File: src/rtl/control_sequencer.sv
// SAP-1 control sequencer: one-hot T1..T6 ring counter plus microcode decode of the IR opcode.
// Latency: con_word is combinational from the current T-state/opcode; state advances on each rising CLK.
// Backpressure: none in the default build; with SINGLE_STEP_EN the ring only advances while step is high.
//
// Optional feature macro: SINGLE_STEP_EN (adds the `step` input for level-qualified single stepping).
//
// Ports:
//   CLK        system clock, all state updates on the rising edge
//   CLR        synchronous reset, active-high; forces con_word to NOP_WORD while asserted
//   step       (SINGLE_STEP_EN only) advance one T-state per cycle sampled high
//   opcode     IR opcode (ir_out[7:4]); only decoded in T4..T6
//   con_word   control word {Cp,Ep,Lm,CE,Li,Ei,La,Ea,Su,Eu,Lb,Lo}
//   t_state    one-hot ring state, bit0=T1 .. bit5=T6
//   halted     set when HLT executes in T4, cleared only by CLR
//   instr_cnt  instructions retired since reset, counts on each T6->T1 transition
module control_sequencer #(
    parameter logic [11:0] NOP_WORD = 12'h3E3,
    parameter int          ICNT_W   = 8
) (
    input  logic              CLK,
    input  logic              CLR,
`ifdef SINGLE_STEP_EN
    input  logic              step,
`endif
    input  logic [3:0]        opcode,
    output logic [11:0]       con_word,
    output logic [5:0]        t_state,
    output logic              halted,
    output logic [ICNT_W-1:0] instr_cnt
);

    typedef enum logic [5:0] {
        T1 = 6'b000001,
        T2 = 6'b000010,
        T3 = 6'b000100,
        T4 = 6'b001000,
        T5 = 6'b010000,
        T6 = 6'b100000
    } tstate_e;

    localparam logic [3:0] OP_LDA = 4'h0;
    localparam logic [3:0] OP_ADD = 4'h1;
    localparam logic [3:0] OP_SUB = 4'h2;
    localparam logic [3:0] OP_OUT = 4'hE;
    localparam logic [3:0] OP_HLT = 4'hF;

    localparam logic [11:0] W_FETCH1  = 12'h5E3;  // Ep, Lm
    localparam logic [11:0] W_FETCH2  = 12'hBE3;  // Cp
    localparam logic [11:0] W_FETCH3  = 12'h263;  // CE, Li
    localparam logic [11:0] W_IR_MAR  = 12'h1A3;  // Lm, Ei
    localparam logic [11:0] W_RAM_A   = 12'h2C3;  // CE, La
    localparam logic [11:0] W_RAM_B   = 12'h2E1;  // CE, Lb
    localparam logic [11:0] W_ADD_A   = 12'h3C7;  // La, Eu
    localparam logic [11:0] W_SUB_A   = 12'h3CF;  // La, Su, Eu
    localparam logic [11:0] W_A_OUT   = 12'h3F2;  // Ea, Lo

    tstate_e           state_q, state_d;
    logic              halted_q, halted_d;
    logic [ICNT_W-1:0] cnt_q, cnt_d;

    logic              advance;
    logic              run;
    logic              legal;
    logic [11:0]       word;
    tstate_e           nxt;
    logic              hlt_now;

`ifdef SINGLE_STEP_EN
    assign advance = step;
`else
    assign advance = 1'b1;
`endif

    // The ring moves (and strobes fire) only when not halted and not paused.
    assign run = !halted_q && advance;

    // Microcode decode: word for the current T-state and the ring successor.
    always_comb begin
        word    = NOP_WORD;
        nxt     = T1;
        legal   = 1'b1;
        hlt_now = 1'b0;
        case (state_q)
            T1: begin word = W_FETCH1; nxt = T2; end
            T2: begin word = W_FETCH2; nxt = T3; end
            T3: begin word = W_FETCH3; nxt = T4; end
            T4: begin
                nxt = T5;
                case (opcode)
                    OP_LDA, OP_ADD, OP_SUB: word = W_IR_MAR;
                    OP_OUT:                 word = W_A_OUT;
                    OP_HLT: begin
                        // HLT parks the ring on T4 with nothing asserted.
                        word    = NOP_WORD;
                        nxt     = T4;
                        hlt_now = 1'b1;
                    end
                    default:                word = NOP_WORD;
                endcase
            end
            T5: begin
                nxt = T6;
                case (opcode)
                    OP_LDA:         word = W_RAM_A;
                    OP_ADD, OP_SUB: word = W_RAM_B;
                    default:        word = NOP_WORD;
                endcase
            end
            T6: begin
                nxt = T1;
                case (opcode)
                    OP_ADD:  word = W_ADD_A;
                    OP_SUB:  word = W_SUB_A;
                    default: word = NOP_WORD;
                endcase
            end
            default: begin
                word  = NOP_WORD;
                nxt   = T1;
                legal = 1'b0;
            end
        endcase
    end

    // Next-state and output gating.
    always_comb begin
        state_d  = state_q;
        halted_d = halted_q;
        cnt_d    = cnt_q;
        con_word = NOP_WORD;
        if (!legal) begin
            // A corrupted ring recovers to T1 whatever else is going on.
            state_d = T1;
        end else if (run) begin
            con_word = word;
            state_d  = nxt;
            if (hlt_now) begin
                halted_d = 1'b1;
            end
            if (state_q == T6) begin
                cnt_d = cnt_q + ICNT_W'(1);
            end
        end
        if (CLR) begin
            con_word = NOP_WORD;
        end
    end

    always_ff @(posedge CLK) begin
        if (CLR) begin
            state_q  <= T1;
            halted_q <= 1'b0;
            cnt_q    <= '0;
        end else begin
            state_q  <= state_d;
            halted_q <= halted_d;
            cnt_q    <= cnt_d;
        end
    end

    assign t_state   = state_q;
    assign halted    = halted_q;
    assign instr_cnt = cnt_q;

endmodule
File: config.mk
export PLATFORM = sky130hd
export DESIGN_NAME = control_sequencer
export DESIGN_NICKNAME = d
export VERILOG_FILES = /design/src/rtl/control_sequencer.sv
export SDC_FILE = /design/constraint.sdc
export NUM_CORES = 1
export LEC_CHECK = 0
export ABC_CLOCK_PERIOD_IN_PS = 5100
export BUFFER_PORTS_ARGS = -buffer_cell sky130_fd_sc_hd__buf_2
export CELL_PAD_IN_SITES_DETAIL_PLACEMENT = 0
export CELL_PAD_IN_SITES_GLOBAL_PLACEMENT = 1
export CORE_MARGIN = 3
export CORE_UTILIZATION = 40
export DETAILED_ROUTE_END_ITERATION = 7
export MAX_ROUTING_LAYER = met4
export PLACE_DENSITY_LB_ADDON = 0.1
export SLEW_MARGIN = 20
export SYNTH_ARGS = -nofsm -noshare
export SYNTH_HDL_FRONTEND = slang
export SYNTH_SLANG_ARGS = --single-unit
File: constraint.sdc
create_clock -name CLK -period 5.1 [get_ports CLK]
set_clock_uncertainty 0.15 [all_clocks]
set_input_delay 0.51 -clock CLK [delete_from_list [all_inputs] [get_ports CLK]]
set_output_delay 0.51 -clock CLK [all_outputs]
set_load 0.02 [all_outputs]
# Word level (Yosys, flattened, before mapping)
# Index checks and enable logic that the tools add are counted.
[word_totals]
elab_cells = 36
register_bits = 15
output_inout_bits = 27
[op_classes]
n_mux = 14
reduce_logical = 6
bitwise = 2
add_sub_neg = 1
n_eq_ne = 10
[ops]
columns = ["cell", "count"]
rows = [
  ["$pmux W12 S6", 1],
  ["$mux W12", 3],
  ["$pmux W6 S5", 1],
  ["$pmux W10 S2", 1],
  ["$pmux W9 S2", 1],
  ["$pmux W6 S2", 1],
  ["$add A8 B1 Y8 const B", 1],
  ["$eq A4 B4 Y1 const B", 2],
  ["$eq A6 B1 Y1 const B", 1],
  ["$eq A6 B2 Y1 const B", 1],
  ["$eq A6 B3 Y1 const B", 1],
  ["$eq A6 B4 Y1 const B", 1],
  ["$eq A6 B5 Y1 const B", 1],
  ["$eq A6 B6 Y1 const B", 1],
  ["$reduce_or A6 Y1", 1],
  ["$mux W1", 5],
  ["$mux W5", 1],
  ["$eq A4 B1 Y1 const B", 1],
  ["$eq A4 B2 Y1 const B", 1],
  ["$logic_not A4 Y1", 1],
  ["$reduce_or A2 Y1", 2],
  ["$reduce_and A3 Y1", 1],
  ["$reduce_or A3 Y1", 1],
  ["$not A1 Y1", 2],
]

# Logic depth before layout (Yosys ltp)
# Gate-level depths: netlist (run 1).
[depth]
ltp_word = 7
mapped_depth = 6

# Worst setup path before layout (run 1)
# Ideal clock, no wire load.
[synth_path]
path_type = "reg2out"
start = "reg state_q[5] (netlist: t_state[5])"
end = "out con_word[2]"
arrival_time_ps = 2115
required_ps = 4440
stages_incl_launch_ff = 5
setup_slack_ps = 2325
path_cell_list = "dfxtp_1 buf_4 or4b_4 or2_2 nor4_1"
[synth_between]
elab_chain_len = 5
word_cells_on_any_way = 12
[synth_rtl]
columns = ["item", "line_no", "rtl"]
rows = [
  ["start, declared", "57", "tstate_e state_q, state_d;"],
  ["start signal, assigned", "155", "state_q <= state_d;"],
  ["$eq A6 B6 Y1 (tied with other cells)", "83", "case (state_q)"],
  ["$pmux W12 S6 or $reduce_or A6 Y1 (tied branches)", "n/a", ""],
  ["$mux W12 or $mux W1 (tied branches)", "134, 83", ""],
  ["$mux W12 *", "131", "if (!legal) begin"],
  ["$mux W12 *", "144", "if (CLR) begin"],
  ["end, declared", "26", "output logic [11:0] con_word,"],
]
# Every way passes the cells marked *; elsewhere a longest branch is shown, timed or not.

# Worst setup path after layout (run 1)
[layout_path]
start = "reg state_q[2] (netlist: t_state[2])"
end = "out con_word[1]"
# The elaborated chain is that of the path after synthesis.

==> tab_implementation.tex, run 1 <==
\begin{tabular}{lr}
\hline
Metric & Value \\
\hline
\multicolumn{2}{l}{\textbf{Critical path}} \\
CP Class & flip-flop to output port \\
Stage delay of the slowest cell on the critical path & 0.66 ns \\
CP Data Arrival Time & 2.34 ns \\
Register-to-register setup slack & approximately 2.8 ns \\
Startpoint kind of the worst setup timing path & flip-flop \\
Standard cell with the maximum stage delay on the critical path & sky130\_fd\_sc\_hd\_\_dfxtp\_1 \\
Critical path peak fanout & 15 \\
Cell Chain, Critical Path & nor4b\_1 > a211oi\_1 > o211a\_1 > or3\_1 > buf\_2 \\
CP Data Required Time & 4.44 ns \\
Critical path capture point type & output port \\
\multicolumn{2}{l}{\textbf{Placement}} \\
Detailed placer's ending HPWL & 2.071 mm \\
Final Wtd Congestion & 0.7629 \\
Total of buffers placed on input and output ports & 32 \\
\multicolumn{2}{l}{\textbf{Synth}} \\
Post-Synthesis Cell Area & $\sim$0.0012 mm² \\
Synthesis Warnings & 0 \\
Leading area contributor after synthesis & sky130\_fd\_sc\_hd\_\_dfxtp\_1 \\
Gate count after technology mapping & 145 \\
Proportion of register bits with asynchronous set or reset after synthesis & 0 \\
Sequential element share of the synthesized area & 0.2564 \\
Synth Area per Inst & $\sim$8 µm² \\
Number of distinct library cell variants in the gate-level netlist after synthesis & 50 \\
Number of register bits inferred by synthesis & 15 \\
Most instantiated flip-flop cell in the synthesis netlist & sky130\_fd\_sc\_hd\_\_dfxtp\_1 \\
Number of nets in the synthesized netlist & 152 \\
Fraction of post-synthesis cell area in the top cell type by area & 0.2564 \\
Main area contributors after synthesis & sky130\_fd\_sc\_hd\_\_dfxtp\_1, sky130\_fd\_sc\_hd\_\_nor2\_1, sky130\_fd\_sc\_hd\_\_nor3\_1, sky130\_fd\_sc\_hd\_\_nor4\_1, sky130\_fd\_sc\_hd\_\_xor2\_1 \\
Post-synth EDFFs & 0 \\
\multicolumn{2}{l}{\textbf{Global routing}} \\
First-pass GRT wire length & 4.657 mm \\
Maximum number of pins on one net before global-route repair & 22 \\
Number of global-route vias before repair & 945 \\
GRT Total Usage & 0.1722 \\
Number of antenna violations at the first check in global routing & 0 \\
Remaining global-route overflow & 0 \\
\multicolumn{2}{l}{\textbf{Timing}} \\
Final Cycle Share & 0.5878 \\
Worst rel slew slack & 0.5818 \\
Worst-margin pin slew & 0.6265 ns \\
Minimum clock period & 2.998 ns \\
Final count of hold timing violations & 0 \\
Final setup violation count & 0 \\
Upper clock frequency limit & 333.6 MHz \\
Number of max-slew violations in the final report & 0 \\
Total Negative Setup Slacks & 0 ns \\
RSZ-0062 raised after global routing & no \\
\multicolumn{2}{l}{\textbf{Clock tree}} \\
Clock buffer depth & 2 \\
Setup bufs post-CTS & 0 \\
CTS hold repair buffers & 0 \\
Number of gates resized after CTS & 0 \\
CTS root buffer & sky130\_fd\_sc\_hd\_\_clkbuf\_4 \\
H-tree depth & 1 \\
CTS Sinks & 15 \\
Clock tree from TritonCTS & built \\
Clock latency on the worst-skew pair & between 0.2 and 0.3 ns \\
Clock transition at the registers of the reported paths & 0.09 ns \\
Clock buffers created by TritonCTS & 3 \\
\multicolumn{2}{l}{\textbf{Power}} \\
Switching share of power & 0.4444 \\
Internal Power & 0.2368 mW \\
Net load switching power & 0.1894 mW \\
Power density relative to cell area & roughly 330 mW/mm² \\
Part of the total power dissipated in combinational logic & 0.482 \\
Part of the total power dissipated in sequential elements & 0.365 \\
Leakage & around 0.55 nW \\
Clk pwr share & 0.153 \\
Max VDD drop & 0.0001881 V \\
Power, Total & 0.4262 mW \\
\multicolumn{2}{l}{\textbf{Routing}} \\
Number of antenna-violating nets in the routed design & 0 \\
Wirelength, routed & 2.795 mm \\
DRT Pass-1 Iters & 4 \\
Total number of vias & about 1100 \\
Initial DRC count & between 50 and 60 \\
Average wire per cell in the routed design & about 14 µm \\
Vias per inst & approximately 5.6 \\
DRC violations left & 0 \\
\multicolumn{2}{l}{\textbf{Final layout}} \\
Count of nets after finishing & 174 \\
Ratio of cells with drive above 1 in the final layout & 0.3012 \\
Area growth from synthesis to final layout & 10.68\% \\
Antenna Diode Count & 0 \\
\multicolumn{2}{l}{\textbf{Die}} \\
Total die area & 0.003613 mm² \\
Rows & 18 \\
Die height & 60.11 µm \\
Starting density of the core & 0.4444 \\
Die X-Extent & 60.11 µm \\
Number of top-level pins & 33 \\
Floorplan Core Area & 0.002635 mm² \\
\multicolumn{2}{l}{\textbf{Status}} \\
Result of the run & finished clean \\
\multicolumn{2}{l}{\textbf{Run}} \\
Max-cap violation count & 0 \\
\multicolumn{2}{l}{\textbf{Hold path}} \\
Worst min-delay path class & flip-flop to flip-flop \\
\hline
\end{tabular}
layer usage:
layer / wire length (µm) / GRT usage
met1: 1465 / 0.2545
met2: 1185 / 0.2392
met5: 0 / -
met3: 144 / 0.04536
met4: 0 / 0.01899
final timing paths:
kind | from | endpoint | cells after the start
setup / recovery | t_state[2] | con_word[1] | 5
hold / removal | instr_cnt[1] | instr_cnt[1] | 2
setup reg to reg | t_state[0] | instr_cnt[4] | 4
hold reg to reg | instr_cnt[1] | instr_cnt[1] | 2
power by group through the flow:
stage	sequential, mW	clock [mW]	combinational [mW]
2_1_floorplan	0.147	0	0.172
3_3_place_gp	0.157	0	0.202
3_5_place_dp	0.158	0	0.205
4_1_cts	0.155	0.0686	0.206
5_1_grt	0.159	0.0762	0.224
6_report	0.156	0.0652	0.205
worst max-delay path: cells and delay by family, from the launching register on:
kind / cells / cell delay, ns
AO/OA/AOI/OAI: 2 / 0.43
flip-flops: 1 / 0.66
buffers and inverters: 1 / 0.16
AND/OR/NAND/NOR: 2 / 0.81
cell usage after synthesis (3+ instances only):
| master | n |
|---|---|
| sky130_fd_sc_hd__xor2_1 | 4 |
| sky130_fd_sc_hd__nor2b_1 | 3 |
| sky130_fd_sc_hd__buf_4 | 4 |
| sky130_fd_sc_hd__nor4_1 | 6 |
| sky130_fd_sc_hd__or2_2 | 5 |
| sky130_fd_sc_hd__nand2_1 | 7 |
| sky130_fd_sc_hd__nor4b_1 | 3 |
| sky130_fd_sc_hd__buf_2 | 4 |
| sky130_fd_sc_hd__inv_1 | 4 |
| sky130_fd_sc_hd__clkbuf_1 | 4 |
| sky130_fd_sc_hd__xnor2_1 | 3 |
| sky130_fd_sc_hd__dfxtp_1 | 15 |
| sky130_fd_sc_hd__nor3_1 | 11 |
| sky130_fd_sc_hd__o21ai_0 | 5 |
| sky130_fd_sc_hd__a21oi_1 | 6 |
| sky130_fd_sc_hd__nor2_1 | 15 |
| sky130_fd_sc_hd__nand3_1 | 3 |
| sky130_fd_sc_hd__buf_6 | 3 |
layout make-up:
type                            instances  area, µm²
Timing Repair Buffer                   32      160.2
Clock buffer                            4      26.28
Inverter                                4      15.01
Tap cell                               30      37.54
Sequential cell                        15      300.3
Fill cell                             283       1339
Multi-Input combinational cell        111      757.0
sequential cells by signal, indices dropped and copies added (netlist names):
name / cells
instr_cnt: 8
halted: 1
t_state: 6
placed cells by master, fill, tap and decap left out, types with 3 or more instances in the layout:
cell type,count
sky130_fd_sc_hd__or2_2,5
sky130_fd_sc_hd__dfxtp_1,15
sky130_fd_sc_hd__nor4b_1,3
sky130_fd_sc_hd__xor2_1,4
sky130_fd_sc_hd__o21ai_0,5
sky130_fd_sc_hd__inv_1,4
sky130_fd_sc_hd__xnor2_1,3
sky130_fd_sc_hd__nand2_1,7
sky130_fd_sc_hd__clkbuf_4,3
sky130_fd_sc_hd__nand3_1,3
sky130_fd_sc_hd__nor2b_1,3
sky130_fd_sc_hd__nor2_1,15
sky130_fd_sc_hd__nor3_1,11
sky130_fd_sc_hd__nor4_1,6
sky130_fd_sc_hd__buf_2,32
sky130_fd_sc_hd__a21oi_1,6
cell families (layout without fill, tap and decap cells):
logic type / after synthesis / count (layout) / share of synthesized area
buffers and inverters: 19 / 40 / 0.09721
AO/OA/AOI/OAI: 27 / 27 / 0.1635
XOR/XNOR: 7 / 7 / 0.05235
flip-flops: 15 / 15 / 0.2564
multiplexers: 5 / 5 / 0.04594
adder cells (fa/ha/maj): 1 / 1 / 0.01068
AND/OR/NAND/NOR: 71 / 71 / 0.3739
stage by stage:
stage	cell area (µm²)	hold WS, ns	std cells	setup slack, ns	util
floorplan	1171	0.4519	145	2.325	-
global placement	1270	0.3883	192	2.509	0.4820
detailed placement	1270	0.3949	192	2.432	0.4820
CTS	1296	0.4126	196	2.115	0.4919
global route	1296	0.4526	196	1.853	0.4919
finish	1296	0.4057	196	2.102	0.4919
(Power assumes the default switching activity.)
==> inputs of run 2 (changes only) <==
- ABC_CLOCK_PERIOD_IN_PS: 5100 -> 2800
- CORE_UTILIZATION: 40 -> 37
- clock period: 5.1 -> 2.8 ns (I/O delays scaled with it)
==> run 2 against run 1 <==
Against the previous run:
- sequential power grew 79%
- routed wire length grew 7.6%
- clock power grew 92%
- critical path depth is the same
- global-route usage shrank 1.1 points
- power grew 92%
- design area grew 3.7%
- die area grew 7.3%
- worst setup slack lost 1.9 ns
- largest cell class unchanged
- largest power group unchanged
- highest routed layer unchanged
==> tab_implementation.tex, run 2 (synthesized netlist as in run 1, its figures left out) <==
\begin{tabular}{lr}
\hline
Metric & Value \\
\hline
\multicolumn{2}{l}{\textbf{Status}} \\
Result of the run & finished clean \\
\multicolumn{2}{l}{\textbf{Routing}} \\
DRT Pass-1 Iters & 4 \\
Total number of vias & 1133 \\
Wirelength, routed & about 3.0 mm \\
Vias per inst & 5.395 \\
Average wire per cell in the routed design & $\sim$14 µm \\
DRC violations left & 0 \\
Number of antenna-violating nets in the routed design & 0 \\
Initial DRC count & 71 \\
\multicolumn{2}{l}{\textbf{Critical path}} \\
CP Data Arrival Time & 2.19 ns \\
Critical path peak fanout & 14 \\
CP Class & flip-flop to output port \\
Standard cell with the maximum stage delay on the critical path & sky130\_fd\_sc\_hd\_\_dfxtp\_1 \\
Register-to-register setup slack & between 0.5 and 0.6 ns \\
Cell Chain, Critical Path & nor3\_1 > and3\_2 > a2111o\_1 > a211o\_1 > buf\_2 \\
Critical path capture point type & output port \\
Startpoint kind of the worst setup timing path & flip-flop \\
CP Data Required Time & 2.37 ns \\
Stage delay of the slowest cell on the critical path & about 0.64 ns \\
\multicolumn{2}{l}{\textbf{Global routing}} \\
GRT Total Usage & 0.1612 \\
Number of antenna violations at the first check in global routing & 0 \\
Number of global-route vias before repair & 1043 \\
First-pass GRT wire length & 5.099 mm \\
Remaining global-route overflow & 0 \\
Maximum number of pins on one net before global-route repair & 22 \\
\multicolumn{2}{l}{\textbf{Placement}} \\
Detailed placer's ending HPWL & between 2 and 2.5 mm \\
Final Wtd Congestion & 0.8081 \\
Placement-stage worst setup slack & 0.3513 ns \\
Total of buffers placed on input and output ports & 32 \\
\multicolumn{2}{l}{\textbf{Power}} \\
Net load switching power & 0.3656 mW \\
Clk pwr share & 0.153 \\
Leakage & 0.5681 nW \\
Part of the total power dissipated in combinational logic & 0.506 \\
Internal Power & 0.4514 mW \\
Switching share of power & 0.4475 \\
Power density relative to cell area & 608.0 mW/mm² \\
Part of the total power dissipated in sequential elements & 0.341 \\
Max VDD drop & 0.0002972 V \\
\multicolumn{2}{l}{\textbf{Die}} \\
Number of top-level pins & 33 \\
Die X-Extent & between 60 and 70 µm \\
Rows & 19 \\
Die height & approximately 62 µm \\
Starting density of the core & 0.4071 \\
Total die area & just under 0.004 mm² \\
Floorplan Core Area & around 0.0029 mm² \\
\multicolumn{2}{l}{\textbf{Final layout}} \\
Leading cell type in the layout, fill and taps excluded & sky130\_fd\_sc\_hd\_\_buf\_2 \\
Antenna Diode Count & 0 \\
Ratio of cells with drive above 1 in the final layout & 0.3274 \\
Largest register FFs & 8 \\
Area growth from synthesis to final layout & 14.74\% \\
Count of nets after finishing & between 150 and 200 \\
Top library cells by usage in the layout, fill and taps aside & sky130\_fd\_sc\_hd\_\_buf\_2, sky130\_fd\_sc\_hd\_\_nor2\_1, sky130\_fd\_sc\_hd\_\_dfxtp\_1, sky130\_fd\_sc\_hd\_\_nor3\_1, sky130\_fd\_sc\_hd\_\_nand2\_1 \\
\multicolumn{2}{l}{\textbf{Timing}} \\
RSZ-0062 raised after global routing & no \\
Minimum clock period & 2.625 ns \\
Upper clock frequency limit & $\sim$380 MHz \\
Final setup violation count & 0 \\
Worst-margin pin slew & 0.5039 ns \\
Number of max-slew violations in the final report & 0 \\
Min setup slack post-route & 0.1752 ns \\
Total Negative Setup Slacks & 0 ns \\
Worst rel slew slack & 0.6636 \\
Final Cycle Share & 0.9374 \\
Final count of hold timing violations & 0 \\
\multicolumn{2}{l}{\textbf{Clock tree}} \\
CTS hold repair buffers & 0 \\
H-tree depth & 1 \\
Clock tree from TritonCTS & built \\
CTS root buffer & sky130\_fd\_sc\_hd\_\_clkbuf\_4 \\
Clock buffers created by TritonCTS & 3 \\
Setup bufs post-CTS & 0 \\
CTS Sinks & 15 \\
Clock buffer depth & 2 \\
Clock latency on the worst-skew pair & 0.28 ns \\
Number of gates resized after CTS & 0 \\
Clock transition at the registers of the reported paths & 0.09 ns \\
\multicolumn{2}{l}{\textbf{Hold path}} \\
Worst min-delay path class & input pin to flip-flop \\
\multicolumn{2}{l}{\textbf{Run}} \\
Max-cap violation count & 0 \\
\hline
\end{tabular}
## run 2: cell types whose count changed in the layout (fill, tap and decap cells not counted), sizes merged
cell  delta
buf      +2
## run 2: metal layers
layer  vias to the layer above  track usage  wire, µm
met5                         -            -         0
met4                         0      0.01928         0
met3                         0      0.03604       146
met2                        24       0.2392      1315
met1                       534       0.2303      1546
li1                        575            -         -
## run 2: stage by stage
step           cell area, µm²  power, mW  hold slack, ns  std cells  utilization
6_report                 1344     0.8170          0.2286        210       0.4672
5_1_grt                  1344     0.8756          0.2420        210       0.4672
4_1_cts                  1326     0.8104          0.2221        210       0.4611
3_5_place_dp             1300     0.6808          0.3994        206       0.4519
3_3_place_gp             1300     0.6787          0.3763        206       0.4519
2_1_floorplan            1171     0.5817          0.4519        145            -
## run 2: area by class of cell
| type | count | area, µm² |
|---|---|---|
| Multi-Input combinational cell | 111 | 772.0 |
| Tap cell | 42 | 52.55 |
| Inverter | 4 | 15.01 |
| Sequential cell | 15 | 302.8 |
| Fill cell | 303 | 1533 |
| Timing Repair Buffer | 34 | 175.2 |
| Clock buffer | 4 | 26.28 |
## run 2: power by group through the flow
stage                     sequential [mW]  combinational, mW  clock, mW
after floorplan                     0.268              0.314          0
after global placement              0.278              0.401          0
after detailed placement            0.279              0.402          0
after CTS                           0.273              0.405      0.132
after global routing                0.283              0.451      0.142
final                               0.279              0.414      0.125
## run 2: critical path: cells and delay by family (launching register included)
| family | cells | cell delay, ns |
|---|---|---|
| simple gates | 2 | 0.42 |
| buf+inv | 1 | 0.16 |
| compound gates | 2 | 0.70 |
| flops | 1 | 0.64 |
## run 2: final timing paths
path,start,depth (start not counted),end
worst max-delay path,t_state[1],5,con_word[5]
worst min-delay path,CLR,2,instr_cnt[2]
worst max register to register,t_state[1],4,instr_cnt[4]
worst min register to register,instr_cnt[1],2,instr_cnt[1]
